==> config.mk <==
export PLATFORM = sky130hd
export DESIGN_NAME = folded_threshold_unit
export DESIGN_NICKNAME = d
export VERILOG_FILES = /design/src/rtl/ftu_pkg.sv /design/src/rtl/folded_threshold_unit_popcount.sv /design/src/rtl/folded_threshold_unit.sv
export SDC_FILE = /design/constraint.sdc
export NUM_CORES = 1
export LEC_CHECK = 0
export CAP_MARGIN = 20
export CELL_PAD_IN_SITES_DETAIL_PLACEMENT = 1
export CELL_PAD_IN_SITES_GLOBAL_PLACEMENT = 2
export CORE_MARGIN = 2
export CORE_UTILIZATION = 30
export DETAILED_ROUTE_END_ITERATION = 12
export PLACE_DENSITY = 0.72
export SLEW_MARGIN = 10
export SYNTH_ARGS = -nofsm -noshare
export SYNTH_HDL_FRONTEND = slang
export SYNTH_SLANG_ARGS = --single-unit
==> constraint.sdc <==
create_clock -name clk -period 9.7 [get_ports clk]
set_input_delay 1.94 -clock clk [delete_from_list [all_inputs] [get_ports clk]]
set_output_delay 1.94 -clock clk [all_outputs]
set_load 0.02 [all_outputs]
==> src/rtl/ftu_pkg.sv <==
// Shared types and elaboration-time helpers for the folded threshold unit.
package ftu_pkg;

    typedef enum logic [1:0] {
        IDLE  = 2'd0,
        ACCUM = 2'd1,
        HOLD  = 2'd2
    } state_e;

    localparam logic MODE_MAJ = 1'b0;
    localparam logic MODE_THR = 1'b1;

    function automatic int ceil_div(input int a, input int b);
        return (a + b - 1) / b;
    endfunction

    // Smallest count that is a strict majority of n bits.
    function automatic int maj_thr(input int n);
        return n / 2 + 1;
    endfunction

endpackage

==> src/rtl/folded_threshold_unit_popcount.sv <==
// Purely combinational population count of a W-bit word.
module popcount_w #(
    parameter  int W  = 8,
    localparam int PW = $clog2(W + 1)
) (
    input  logic [W-1:0]  data_i,
    output logic [PW-1:0] count_o
);

    always_comb begin
        count_o = '0;
        for (int i = 0; i < W; i++) begin
            count_o = count_o + PW'(data_i[i]);
        end
    end

endmodule

==> src/rtl/folded_threshold_unit.sv <==
// Folded threshold gate: accumulates the popcount of an N-bit vector received
// as W-bit beats and emits a majority or programmable-threshold decision.
module folded_threshold_unit
    import ftu_pkg::*;
#(
    parameter  int N     = 59,
    parameter  int W     = 8,
    localparam int BEATS = ceil_div(N, W),
    localparam int CNT_W = $clog2(N + 1)
) (
    input  logic             clk,
    input  logic             rst_n,
    input  logic             in_valid,
    output logic             in_ready,
    input  logic [W-1:0]     in_data,
    input  logic             mode,
    input  logic [CNT_W-1:0] thr,
    output logic             out_valid,
    input  logic             out_ready,
    output logic             out_y,
    output logic [CNT_W-1:0] out_count
);

    localparam int LAST_BITS = N - (BEATS - 1) * W;
    localparam int BC_W      = (BEATS > 1) ? $clog2(BEATS) : 1;
    localparam int PC_W      = $clog2(W + 1);

    localparam logic [W-1:0]     LAST_MASK = {W{1'b1}} >> (W - LAST_BITS);
    localparam logic [BC_W-1:0]  LAST_BEAT = BC_W'(BEATS - 1);
    localparam logic [CNT_W-1:0] MAJ_COUNT = CNT_W'(maj_thr(N));

    state_e           state_q, state_d;
    logic [BC_W-1:0]  beat_q, beat_d;
    logic [CNT_W-1:0] acc_q, acc_d;
    logic             mode_q, mode_d;
    logic [CNT_W-1:0] thr_q, thr_d;
    logic             y_q, y_d;
    logic [CNT_W-1:0] count_q, count_d;

    logic             accept;
    logic             first_beat;
    logic             last_beat;
    logic [W-1:0]     beat_data;
    logic [PC_W-1:0]  beat_ones;
    logic [CNT_W-1:0] sum;
    logic             eff_mode;
    logic [CNT_W-1:0] eff_thr;
    logic             decision;

    // While a result is held, the next vector may only start as the sink takes it.
    assign in_ready   = (state_q == HOLD) ? out_ready : 1'b1;
    assign accept     = in_valid && in_ready;
    assign first_beat = (beat_q == '0);
    assign last_beat  = (beat_q == LAST_BEAT);

    // Unaccepted beats are forced to zero so an undriven bus never reaches the sum.
    assign beat_data = !accept   ? '0 :
                       last_beat ? (in_data & LAST_MASK) : in_data;

    popcount_w #(.W(W)) u_popcount (
        .data_i  (beat_data),
        .count_o (beat_ones)
    );

    assign sum = (first_beat ? '0 : acc_q) + CNT_W'(beat_ones);

    // A single-beat vector decides on the same beat that supplies mode/thr.
    assign eff_mode = first_beat ? mode : mode_q;
    assign eff_thr  = first_beat ? thr  : thr_q;
    assign decision = (eff_mode == MODE_THR) ? (sum >= eff_thr) : (sum >= MAJ_COUNT);

    // NOTE: every next-state signal gets its hold value first so no path infers a latch.
    always_comb begin
        state_d = state_q;
        beat_d  = beat_q;
        acc_d   = acc_q;
        mode_d  = mode_q;
        thr_d   = thr_q;
        y_d     = y_q;
        count_d = count_q;

        if (accept) begin
            beat_d = last_beat ? '0 : beat_q + 1'b1;
            acc_d  = sum;
            if (first_beat) begin
                mode_d = mode;
                thr_d  = thr;
            end
            if (last_beat) begin
                y_d     = decision;
                count_d = sum;
            end
        end

        case (state_q)
            IDLE: begin
                if (accept) state_d = last_beat ? HOLD : ACCUM;
            end
            ACCUM: begin
                if (accept && last_beat) state_d = HOLD;
            end
            HOLD: begin
                if (out_ready) begin
                    if (accept) state_d = last_beat ? HOLD : ACCUM;
                    else        state_d = IDLE;
                end
            end
            default: state_d = IDLE;
        endcase
    end

    // NOTE: state uses non-blocking assignments so all flops update from pre-edge values.
    always_ff @(posedge clk or negedge rst_n) begin
        if (!rst_n) begin
            state_q <= IDLE;
            beat_q  <= '0;
            acc_q   <= '0;
            mode_q  <= MODE_MAJ;
            thr_q   <= '0;
            y_q     <= 1'b0;
            count_q <= '0;
        end else begin
            state_q <= state_d;
            beat_q  <= beat_d;
            acc_q   <= acc_d;
            mode_q  <= mode_d;
            thr_q   <= thr_d;
            y_q     <= y_d;
            count_q <= count_d;
        end
    end

    assign out_valid = (state_q == HOLD);
    assign out_y     = y_q;
    assign out_count = count_q;

endmodule

* Yosys cells after proc, flatten, opt, wreduce, memory -nomap -nowiden *
Index checks and enable logic that the tools add are counted.

cells by class
  magnitude comparators = 2
  reductions and logical operators = 6
  mux-type cells = 14
  eq/ne operators = 6
  add/sub/neg operators = 9

operators by type and width
  cell                 number
  $add 4x1->4          6
  $mux 8               2
  $mux 6               2
  $mux 2               5
  $add 6x4->6          1
  $ge 6x5->1 const B   1
  $ge 6x6->1           1
  $pmux 2 s3           1
  $ne 2x2->1 const B   2
  $add 3x1->3 const B  1
  $eq 3x3->1 const B   1
  $logic_not 3->1      1
  $mux 1               3
  $mux 3               1
  $reduce_and 3->1     1
  $add 1x1->2          1
  $eq 2x1->1 const B   1
  $eq 2x2->1 const B   1
  $logic_and 1x1->1    2
  $logic_not 2->1      1
  $ne 2x1->1 const B   1
  $reduce_and 2->1     1

word-level totals
  register bits = 25
  logic and storage cells = 44
  output and inout bits = 9
  input bits = 19

* Depth between registers and ports, before layout *
Gate-level depths: netlist of run 1.

  depth in word-level cells = 14
  depth in mapped cells = 21
  gate-level depth less buffers = 20

* Hierarchy *
A second synthesis of run 1 with hierarchy kept.

second synthesis, totals
  cell total of the unflattened synthesis = 164
  area total of the unflattened synthesis = 1,691.6 um2

modules (own cells, without submodules)
  module                 area an instance (um2)  seq. area each (um2)  times used  cells an instance
  folded_threshold_unit  1,501.4                 625.6                 1           140
  popcount_w             190.2                   0.0                   1           24

* Worst setup path before layout of run 1 *
No wires, ideal clock.

  path kind = input to register
  from = input out_ready
  to = register y_q (netlist: out_y)
  setup time = 0.126 ns
  data arrival time = 6.685 ns
  required time = 9.574 ns
  setup slack = 2.889 ns
  path buffers = 1
  cell stages on the path = 20
  path through = or3b_1 > buf_6 > and3_1 > ha_1 > inv_1 > fa_1 > inv_1 > fa_1 > fa_1 > fa_1 > fa_1 > nand3_1 > nand2_1 > xor2_1 > ha_1 > a21oi_1 > nor2b_1 > nor4b_4 > o21ai_2 > o311a_1

on the way
  cells in the longest elaborated chain, start to end = 13
  elaborated cells between the ends (all ways) = 15
  those cells by class = add/sub: 8; order compare: 2; mux: 3; reduce/logical: 2

ends and longest elaborated chain
  what                                             line                                  text
  start, declared                                  folded_threshold_unit.sv:19           input logic out_ready,
  $mux 1 *                                         folded_threshold_unit.sv:51           assign in_ready = (state_q == HOLD) ? out_ready : 1'b1;
  via in_ready                                     folded_threshold_unit.sv:14           output logic in_ready,
  $logic_and 1x1->1 *                              folded_threshold_unit.sv:52           assign accept = in_valid && in_ready;
  $mux 8 *                                         folded_threshold_unit.sv:57           assign beat_data = !accept ? '0 :
  $add 1x1->2                                      folded_threshold_unit_popcount.sv:13  count_o = count_o + PW'(data_i[i]);
  $add 4x1->4 (5 in series)                        folded_threshold_unit_popcount.sv:13
  $add 4x1->4 *                                    folded_threshold_unit_popcount.sv:13
  $add 6x4->6 *                                    folded_threshold_unit.sv:65           assign sum = (first_beat ? '0 : acc_q) + CNT_W'(beat_ones);
  via sum[4]                                       folded_threshold_unit.sv:45           logic [CNT_W-1:0] sum;
  $ge 6x5->1 / $ge 6x6->1 (equally long branches)  folded_threshold_unit.sv:70           assign decision = (eff_mode == MODE_THR) ? (sum >= eff_thr) : (sum >= MAJ_COUNT);
  $mux 1 *                                         folded_threshold_unit.sv:70
  end signal, assigned                             folded_threshold_unit.sv:128          y_q <= y_d;
  end, declared                                    folded_threshold_unit.sv:37           logic y_q, y_d;

Mark *: on every way through the listed nets, which the timed path passes. The rest lies on a longest branch.
A chain may end at the register's enable or synchronous reset.

* Final worst setup path of run 1 *
  from = input out_ready
  to = register y_q (netlist: out_y)

on the way
  cells in the longest elaborated chain, start to end = 13
  elaborated cells between the ends (all ways) = 15
  those cells by class = add/sub: 8; order compare: 2; mux: 3; reduce/logical: 2

ends and longest elaborated chain
  what                                             line
  $mux 1 *                                         folded_threshold_unit.sv:51
  $logic_and 1x1->1 *                              folded_threshold_unit.sv:52
  $mux 8 *                                         folded_threshold_unit.sv:57
  $add 1x1->2                                      folded_threshold_unit_popcount.sv:13
  $add 4x1->4 (5 in series)                        folded_threshold_unit_popcount.sv:13
  $add 4x1->4 *                                    folded_threshold_unit_popcount.sv:13
  $add 6x4->6 *                                    folded_threshold_unit.sv:65
  via sum[5]                                       folded_threshold_unit.sv:45
  $ge 6x5->1 / $ge 6x6->1 (equally long branches)  folded_threshold_unit.sv:70
  $mux 1 *                                         folded_threshold_unit.sv:70

Marks and branches as above.

==> metrics, run 1 <==
I/O pin count=28; Lkg Pwr=0.924 nW; Post-Syn Instances=154; CP most frequent cell=fa_1; gpl congestion=0.724; Final Critical Period=7230 ps; TritonCTS Buffers=3; cell taking the most area after synthesis=dfrtp_1; setup repair after global routing missed its margin=false; row cnt=27; Startpoint Class=primary input; worst slew pin tran=584 ps; top cell type's share of synthesized area=37.9%; cell family with most CP delay=adder cells; Total GRT Usage=12.5%; commonest cells after routing, fill and taps aside=clkdlybuf4s50_1 (27), dfrtp_1 (25), ha_1 (16); largest net degree at the start of global routing=27; CP endpoint kind=register; core area=5410 um2; n_diodes=0; crit-path max cell delay=550 ps; hold slack=483 ps; chip width=78.2 um; Synth warnings=0; met1 WL=1590 um; Vert. Die Dim=78.2 um; Max VDD drop=0.0000942 V; most common cell after layout, fill and taps aside=clkdlybuf4s50_1; Initial DRC Count=34; Port Buf Inserts=27; total power=0.605 mW; DRC violations left=0; DRT Wirelength=3400 um; # Post-CTS Setup Buffers=0; Hold Crit Class=register to register; first-pass GRT wire length=6160 um; DP HPWL=2740 um; Rel. slew slack=61.0%; Fin Setup TNS=0 ps; clk slew on worst S/H paths=90 ps; power density over the cells=295 nW/um2; crit path cell chain=clkdlybuf4s50_1 > or3b_1 > nand2_2 > nor2_1 > nand2_1 > fa_1 > inv_1 > fa_1 > fa_1 > fa_1 > ha_1 > a21oi_1 > o22ai_1 > xnor2_1 > nor2_1 > ha_1 > nor2b_1 > nor4b_4 > o21ai_2 > o311a_1; Met3 Wirelength=109 um; net count reported at finish=222; area delta synth->final=24.3%; worst clock skew=8.82 ps; syn avg cell area=10.7 um2; Clock Latency Late Sink=270 ps; initial antenna violation count=0; layout cells sized above 1=12.7%; total grt overflow=0; die area=6110 um2; max-cap violations=0; Top Metal Used=met3; Longest Clk Path Bufs=2; clock sinks=25; cell area after synthesis=1650 um2; root buf cell=clkbuf_8; Via-to-Cell Ratio=4.59; top cells by area, synth=dfrtp_1 (38%), ha_1 (12%), mux2_2 (8.9%); drt pass-1 iters=4; post-CTS sizing=0; Max Clk Rate=138 MHz; Yosys reg bits=25; number of hold buffers added after CTS=0; Worst EP required=9860 ps; critical path type=primary input to register; via count=1161; wire per inst=13.5 um; Routed Antenna Nets=0; Async SR Flop Fraction=100%; Critical path buffers and inverters=2; Slowest-stage cell, CP=fa_1; # setup viols final=0; H-tree Lvls=1; Critical Path AT=7380 ps; syn nets=194; crit path max fanout=26; CTS tree=done; register area share after synthesis=37.9%; outcome=finished, final reports clean; Post-synth EDFFs=0; synth unique cells=32; vias in the first global route=1275; top_reg_cell synth=dfrtp_1; Met2 Routed Length=1710 um; Slew Viols, Final=0; endpoints failing hold=0; Initial Util=30.5%; period utilisation layout=74.5%
## cell type report
type	count	area, um2
sequential	25	626
clock inverter	1	5.00
clock buffer	3	41.3
multi-input combinational	114	950
tap	72	90.1
fill	616	3350
timing repair buffer	29	305
inverter	9	33.8
## Yosys cell counts, types with 2 or more instances
| library cell | count |
|---|---|
| nand2_1 | 13 |
| xnor2_1 | 2 |
| buf_6 | 2 |
| and3_1 | 2 |
| nor2_1 | 4 |
| o21ai_0 | 9 |
| and2_1 | 4 |
| xor2_1 | 3 |
| inv_1 | 9 |
| nor2b_1 | 9 |
| ha_1 | 16 |
| dfrtp_1 | 25 |
| a21oi_1 | 9 |
| nand3_1 | 4 |
| buf_2 | 3 |
| mux2_2 | 13 |
| mux2i_1 | 6 |
| nand2b_1 | 3 |
| fa_1 | 5 |
## worst paths after layout
path                                             start                    end  slack [ps]  cells after the start
worst max-delay path                         out_ready      out_y$_DFFE_PN0P_        2470                     20
min in group asynchronous                        rst_n  beat_q[0]$_DFFE_PN0N_        2030                      1
worst min register to register    acc_q[2]$_DFFE_PN0N_   acc_q[2]$_DFFE_PN0N_         480                      2
max in group asynchronous                        rst_n      out_y$_DFFE_PN0P_        7180                      2
worst min-delay path              acc_q[2]$_DFFE_PN0N_   acc_q[2]$_DFFE_PN0N_         480                      2
worst max register to register  state_q[1]$_DFFE_PN0P_      out_y$_DFFE_PN0P_        4140                     19
## sequential cells by signal (all words and copies together) (netlist names)
name / count
acc_q: 6
beat_q: 3
mode_q: 1
out_count: 6
out_y: 1
state_q: 2
thr_q: 6
## metal layers
| metal | up-vias | track usage, % |
|---|---|---|
| met2 | 11 | 22.7 |
| met3 | 0 | 2.87 |
| li1 | 580 | - |
| met5 | - | 0 |
| met1 | 570 | 15.6 |
| met4 | 0 | 1.58 |
## report_power, final
group	switching, mW	internal (mW)
combinational	0.194	0.172
sequential	0.0264	0.150
clock	0.0333	0.0288
## cells by family (layout without fill, tap and decap cells)
kind of cell	count (synthesis)	count (layout)	share of synthesized area (%)
AND/OR/NAND/NOR	45	45	15.8
AO/OA/AOI/OAI	24	24	8.34
adder cells (fa/ha/maj)	21	21	18.2
multiplexers	19	19	12.5
XOR/XNOR	5	5	2.65
flip-flops	25	25	37.9
buffers and inverters	15	42	4.55
## through the flow
step | std cells | utilization (%) | setup WS (ps) | area (um2)
finish | 253 | 37.9 | 2470 | 2050
global route | 253 | 37.9 | 1990 | 2050
CTS | 253 | 37.9 | 2370 | 2050
detailed placement | 249 | 37.1 | 2070 | 2000
global placement | 248 | 36.6 | 2250 | 1980
floorplan | 154 | - | 2890 | 1650
## worst reg2reg max path, cell delays in order, from the launching register on
cell	delay, ps
dfrtp_1	430
or3b_1	290
nand2_2	310
nor2_1	370
nand2_1	110
fa_1	480
inv_1	50
fa_1	500
fa_1	450
fa_1	550
ha_1	310
a21oi_1	190
o22ai_1	140
xnor2_1	220
nor2_1	110
ha_1	310
nor2b_1	160
nor4b_4	240
o21ai_2	80
o311a_1	120
Note: power is estimated with default switching activity, not from simulation.
==> run 2: changes to the inputs <==
Clock period 9.7 ns to 7.2 ns, I/O delays scaled along.
==> run 2 against run 1 <==
Compared with the run above: via count up 1.5%; clock-buffer cell count stayed put; wire length rose by 2.4%; clock skew shrank 7.9 ps; critical endpoint unchanged; highest routed layer is now met4; die area unchanged; setup slack lost 2100 ps; design area grew 0.37%.
==> metrics, run 2 (same netlist as run 1, synthesis figures left out) <==
Clock Latency Late Sink=260 ps (about the same); first-pass GRT wire length=6100 um (-1.0%); gpl congestion=0.766 (+5.9%); crit path max fanout=6 (-77%); Hold Crit Class=register to register; CTS tree=done; chip width=78.2 um (unchanged); drt pass-1 iters=4 (unchanged); Rel. slew slack=65.1% (+4.1 points); area delta synth->final=24.7%; core area=5410 um2 (unchanged); Lkg Pwr=0.928 nW (+0.52%); net count reported at finish=223 (+0.45%); DP HPWL=2740 um (+0.17%); layout cells sized above 1=13.2% (+0.48 points); post-CTS sizing=0 (unchanged); DRC violations left=0 (unchanged); Fin Setup TNS=0 ps (unchanged); Port Buf Inserts=27 (unchanged); Via-to-Cell Ratio=4.64 (+1.1%); number of hold buffers added after CTS=0 (unchanged); endpoints failing hold=0 (unchanged); H-tree Lvls=1 (unchanged); min-delay src=acc_q[2]$_DFFE_PN0N_; commonest cells after routing, fill and taps aside=clkdlybuf4s50_1 (27), dfrtp_1 (25), ha_1 (16); clk slew on worst S/H paths=80 ps (about the same); Max Clk Rate=146 MHz; # Post-CTS Setup Buffers=0 (unchanged); I/O pin count=28 (unchanged); Initial Util=30.5% (unchanged); worst clock skew=0.959 ps (-7.86 ps); # setup viols final=0 (unchanged); n_diodes=0 (unchanged); total grt overflow=0 (unchanged); die area=6110 um2 (unchanged); vias in the first global route=1349 (+5.8%); largest net degree at the start of global routing=26 (-3.7%); DRT Wirelength=3490 um (+2.4%); Initial DRC Count=27 (-21%); via count=1178 (+1.5%); critical path type=primary input to register; most common cell after layout, fill and taps aside=clkdlybuf4s50_1; CP endpoint kind=register; Vert. Die Dim=78.2 um (unchanged); dpl ws=67.7 ps (-2000 ps); Slew Viols, Final=0 (unchanged); worst slew pin tran=522 ps (-61.5 ps); # fillers=620 (+0.65%); Final WS setup=340 ps (-2130 ps); Startpoint Class=primary input; Critical Path AT=7010 ps (-370 ps); initial antenna violation count=0 (unchanged); Longest Clk Path Bufs=2 (unchanged); power density over the cells=400 nW/um2 (+36%); root buf cell=clkbuf_8; wire per inst=13.7 um (+2.0%); max-cap violations=0 (unchanged); clock sinks=25 (unchanged); crit path from=out_ready; worst r2r src=state_q[1]$_DFFE_PN0P_; Worst EP required=7350 ps (-2510 ps); setup repair after global routing missed its margin=false; Max VDD drop=0.000167 V (+77%); period utilisation layout=95.3%; outcome=finished, final reports clean; row cnt=27 (unchanged); Total GRT Usage=12.4% (-0.10 points); TritonCTS Buffers=3 (unchanged); Routed Antenna Nets=0 (unchanged); Final Critical Period=6860 ps
[run 2: cell types whose count changed in the layout (fill, tap and decap cells not counted)]
cell | before | now
buf_4 | 1 | 2
[run 2: critical path: stages]
cell and delay, ps:
clkdlybuf4s50_1 450, or3b_1 480, and3_1 230, ha_1 270, inv_1 50, fa_1 530, inv_1 50, fa_1 500
fa_1 450, fa_1 540, ha_1 310, a21oi_1 210, o22ai_1 150, xnor2_1 230, nor2_1 120, ha_1 320
nor2b_1 160, nor4b_4 270, o21ai_2 110, o311a_1 140
[run 2: through the flow]
stage | power, mW | instance area, um2 | std cells | utilization (%) | hold WS [ps]
5_1_grt | 0.918 | 2060 | 254 | 38.1 | 510
4_1_cts | 0.842 | 2060 | 254 | 38.1 | 485
6_report | 0.824 | 2060 | 254 | 38.1 | 480
3_3_place_gp | 0.725 | 1980 | 249 | 36.7 | 456
3_5_place_dp | 0.748 | 2010 | 250 | 37.2 | 464
2_1_floorplan | 0.595 | 1650 | 154 | - | 442
[run 2: cell type report]
cell class,instances,area (um2),area share (%)
multi-input cells,114,950,46.1
flip-flops and latches,25,626,30.4
repair buffers,30,313,15.2
well taps,72,90.1,4.38
clock buffers,3,41.3,2.01
inverters,9,33.8,1.64
clock inverters,1,5.00,0.243
[run 2: per-layer routing]
layer	global-route usage [%]	wire, um	up-vias
met5	0	0	-
met4	2.28	42	0
met3	2.64	88	4
met2	24.1	1870	12
met1	14.0	1480	581
li1	-	-	581
[run 2: final timing paths]
kind,endpoint,slack [ps],cells past startpoint
max,out_y$_DFFE_PN0P_,340,20
min,acc_q[2]$_DFFE_PN0N_,480,2
max reg2reg,out_y$_DFFE_PN0P_,1570,19
min reg2reg,acc_q[2]$_DFFE_PN0N_,480,2
max in group asynchronous,beat_q[2]$_DFFE_PN0N_,5230,2
min in group asynchronous,thr_q[2]$_DFFE_PN0N_,1510,1
[run 2: power breakdown]
group | internal [mW] | switching [mW] | leakage (nW) | total, mW
Combinational | 0.237 | 0.268 | 0.590 | 0.505
Sequential | 0.202 | 0.0352 | 0.313 | 0.237
Clock | 0.0387 | 0.0435 | 0.0255 | 0.0822
Total | 0.478 | 0.346 | 0.928 | 0.824
==> run 3: changes to the inputs <==
Settings changed: CORE_UTILIZATION 30 to 34, PLACE_DENSITY 0.72 to 0.8.
==> run 3 against run 2 <==
Compared with the run above: highest routed layer unchanged; setup slack better by 80 ps; clock-buffer cell count grew 1; first-iteration DRC count rose by 30%; total power up 0.38%; critical path depth is the same; global-route usage rose by 2.8 points.
==> metrics, run 3 (same netlist as run 1, synthesis figures left out) <==
outcome=finished, final reports clean; worst r2r src=state_q[0]$_DFFE_PN0P_; Reg power frac=28.6% (-0.2 points); n_diodes=0 (unchanged); CTS tree=done; worst slew pin tran=608 ps (+85.5 ps); DP HPWL=2840 um (+3.5%); max-cap violations=0 (unchanged); CP endpoint kind=register; NetSw=0.349 mW (+0.69%); Hold Path Cell Cnt=2 (unchanged); setup repair after global routing missed its margin=false; Longest Clk Path Bufs=2 (unchanged); layout cells sized above 1=12.6% (-0.55 points); most common cell after layout, fill and taps aside=clkdlybuf4s50_1; Initial DRC Count=35 (+30%); Routed Antenna Nets=0 (unchanged); DRC violations left=0 (unchanged); crit path max fanout=6 (unchanged); Final Critical Period=6780 ps (-79.7 ps); largest net degree at the start of global routing=26 (unchanged); I/O pin count=28 (unchanged); power density over the cells=409 nW/um2 (+2.2%); worst clock skew=6.00 ps (+5.04 ps); row cnt=25 (-7.4%); # setup viols final=0 (unchanged); total grt overflow=0 (unchanged); RR Endpoint=out_y$_DFFE_PN0P_; post-CTS sizing=0 (unchanged); clock sinks=25 (unchanged); vias in the first global route=1317 (-2.4%); Comb power frac=61.4% (+0.2 points); core area=4690 um2 (-13%); area delta synth->final=22.5%; clock share of power=10.0% (about the same); # Post-CTS Setup Buffers=0 (unchanged); Via-to-Cell Ratio=4.95 (+6.8%); Rel. slew slack=59.4% (-5.7 points); Worst EP required=7360 ps (about the same); Slew Viols, Final=0 (unchanged); H-tree Lvls=1 (unchanged); switching share of power=42.1% (+0.13 points); total power=0.827 mW (+0.38%); period utilisation layout=94.2% (-1.1 points); critical path type=primary input to register; Worst Hold Path EP=acc_q[2]$_DFFE_PN0N_; Startpoint Class=primary input; TritonCTS Buffers=3 (unchanged); path depth of the worst reg2reg path=19 (unchanged); Max Clk Rate=147 MHz (+1.2%); number of hold buffers added after CTS=0 (unchanged); net count reported at finish=223 (unchanged); root buf cell=clkbuf_8; clk slew on worst S/H paths=90 ps (about the same); DRT Wirelength=3580 um (+2.8%); commonest cells after routing, fill and taps aside=clkdlybuf4s50_1 (27), dfrtp_1 (25), ha_1 (16); Initial Util=35.2% (+4.6 points); min-delay src=acc_q[2]$_DFFE_PN0N_; Max VDD drop=0.000174 V (+4.4%); Total GRT Usage=15.2% (+2.8 points); endpoints failing hold=0 (unchanged); initial antenna violation count=0 (unchanged); Internal=0.479 mW (+0.17%); gpl congestion=0.741 (-3.4%); Critical Path AT=6940 ps (-70 ps); Fin Setup TNS=0 ps (unchanged); chip width=73.7 um (-5.8%); Lkg Pwr=0.920 nW (-0.86%); die area=5430 um2 (-11%); via count=1169 (-0.76%); first-pass GRT wire length=6230 um (+2.1%); reg-to-reg slack, setup=1630 ps (+60 ps); Vert. Die Dim=73.7 um (-5.8%); Port Buf Inserts=27 (unchanged); Clock Latency Late Sink=270 ps (about the same); Hold Crit Class=register to register; drt pass-1 iters=4 (unchanged); wire per inst=15.2 um (+11%)
[run 3: changes by cell type in the layout (fill, tap and decap cells not counted), sizes merged]
cell,previous run,this run
clkinv,1,0
clkbuf,3,4
[run 3: how the worst max path moves through the flow]
| stage | start | end | slack (ps) | depth (start not counted) |
|---|---|---|---|---|
| final | out_ready | out_y$_DFFE_PN0P_ | 420 | 20 |
| after detailed placement | out_ready | out_y$_DFFE_PN0P_ | 100 | 20 |
| after CTS | out_ready | out_y$_DFFE_PN0P_ | 390 | 20 |
| after global routing | out_ready | out_y$_DFFE_PN0P_ | 130 | 20 |
| after global placement | out_ready | out_y$_DFFE_PN0P_ | 270 | 20 |
| after floorplan | out_ready | out_y$_DFFE_PN0P_ | 890 | 20 |
[run 3: final cells by class]
class	count	area [um2]
Timing Repair Buffer	30	300
Tap cell	54	67.6
Sequential cell	25	626
Clock buffer	4	45.0
Multi-Input combinational cell	114	950
Inverter	9	33.8
Fill cell	537	2670
[run 3: critical path: stages]
cell             delay, ps
clkdlybuf4s50_1        440
or3b_1                 480
and3_1                 220
ha_1                   280
inv_1                   50
fa_1                   530
inv_1                   60
fa_1                   490
fa_1                   460
fa_1                   560
ha_1                   330
a21oi_1                200
o22ai_1                140
xnor2_1                160
nor2_1                 220
ha_1                   290
nor2b_1                160
nor4b_4                220
o21ai_2                 90
o311a_1                120
[run 3: power groups by stage]
stage	sequential, mW	clock, mW	combinational (mW)
2_1_floorplan	0.254	0	0.340
3_3_place_gp	0.236	0	0.483
3_5_place_dp	0.241	0	0.512
4_1_cts	0.238	0.0878	0.518
5_1_grt	0.246	0.0945	0.574
6_report	0.236	0.0828	0.508
[run 3: metrics by stage]
stage | instances | instance area [um2] | util (%) | hold WS (ps) | worst slack (ps)
floorplan | 154 | 1650 | - | 442 | 889
global placement | 231 | 1960 | 41.8 | 456 | 274
detailed placement | 232 | 1980 | 42.1 | 467 | 102
CTS | 236 | 2020 | 43.1 | 487 | 386
global route | 236 | 2020 | 43.1 | 515 | 133
finish | 236 | 2020 | 43.1 | 480 | 420
[run 3: per-layer routing]
metal | vias up | share of wire, % | global-route usage, %
li1 | 583 | - | -
met1 | 566 | 41 | 18.3
met2 | 15 | 55 | 27.5
met3 | 5 | 3.6 | 3.70
met4 | 0 | 0.67 | 3.03
met5 | - | 0 | 0
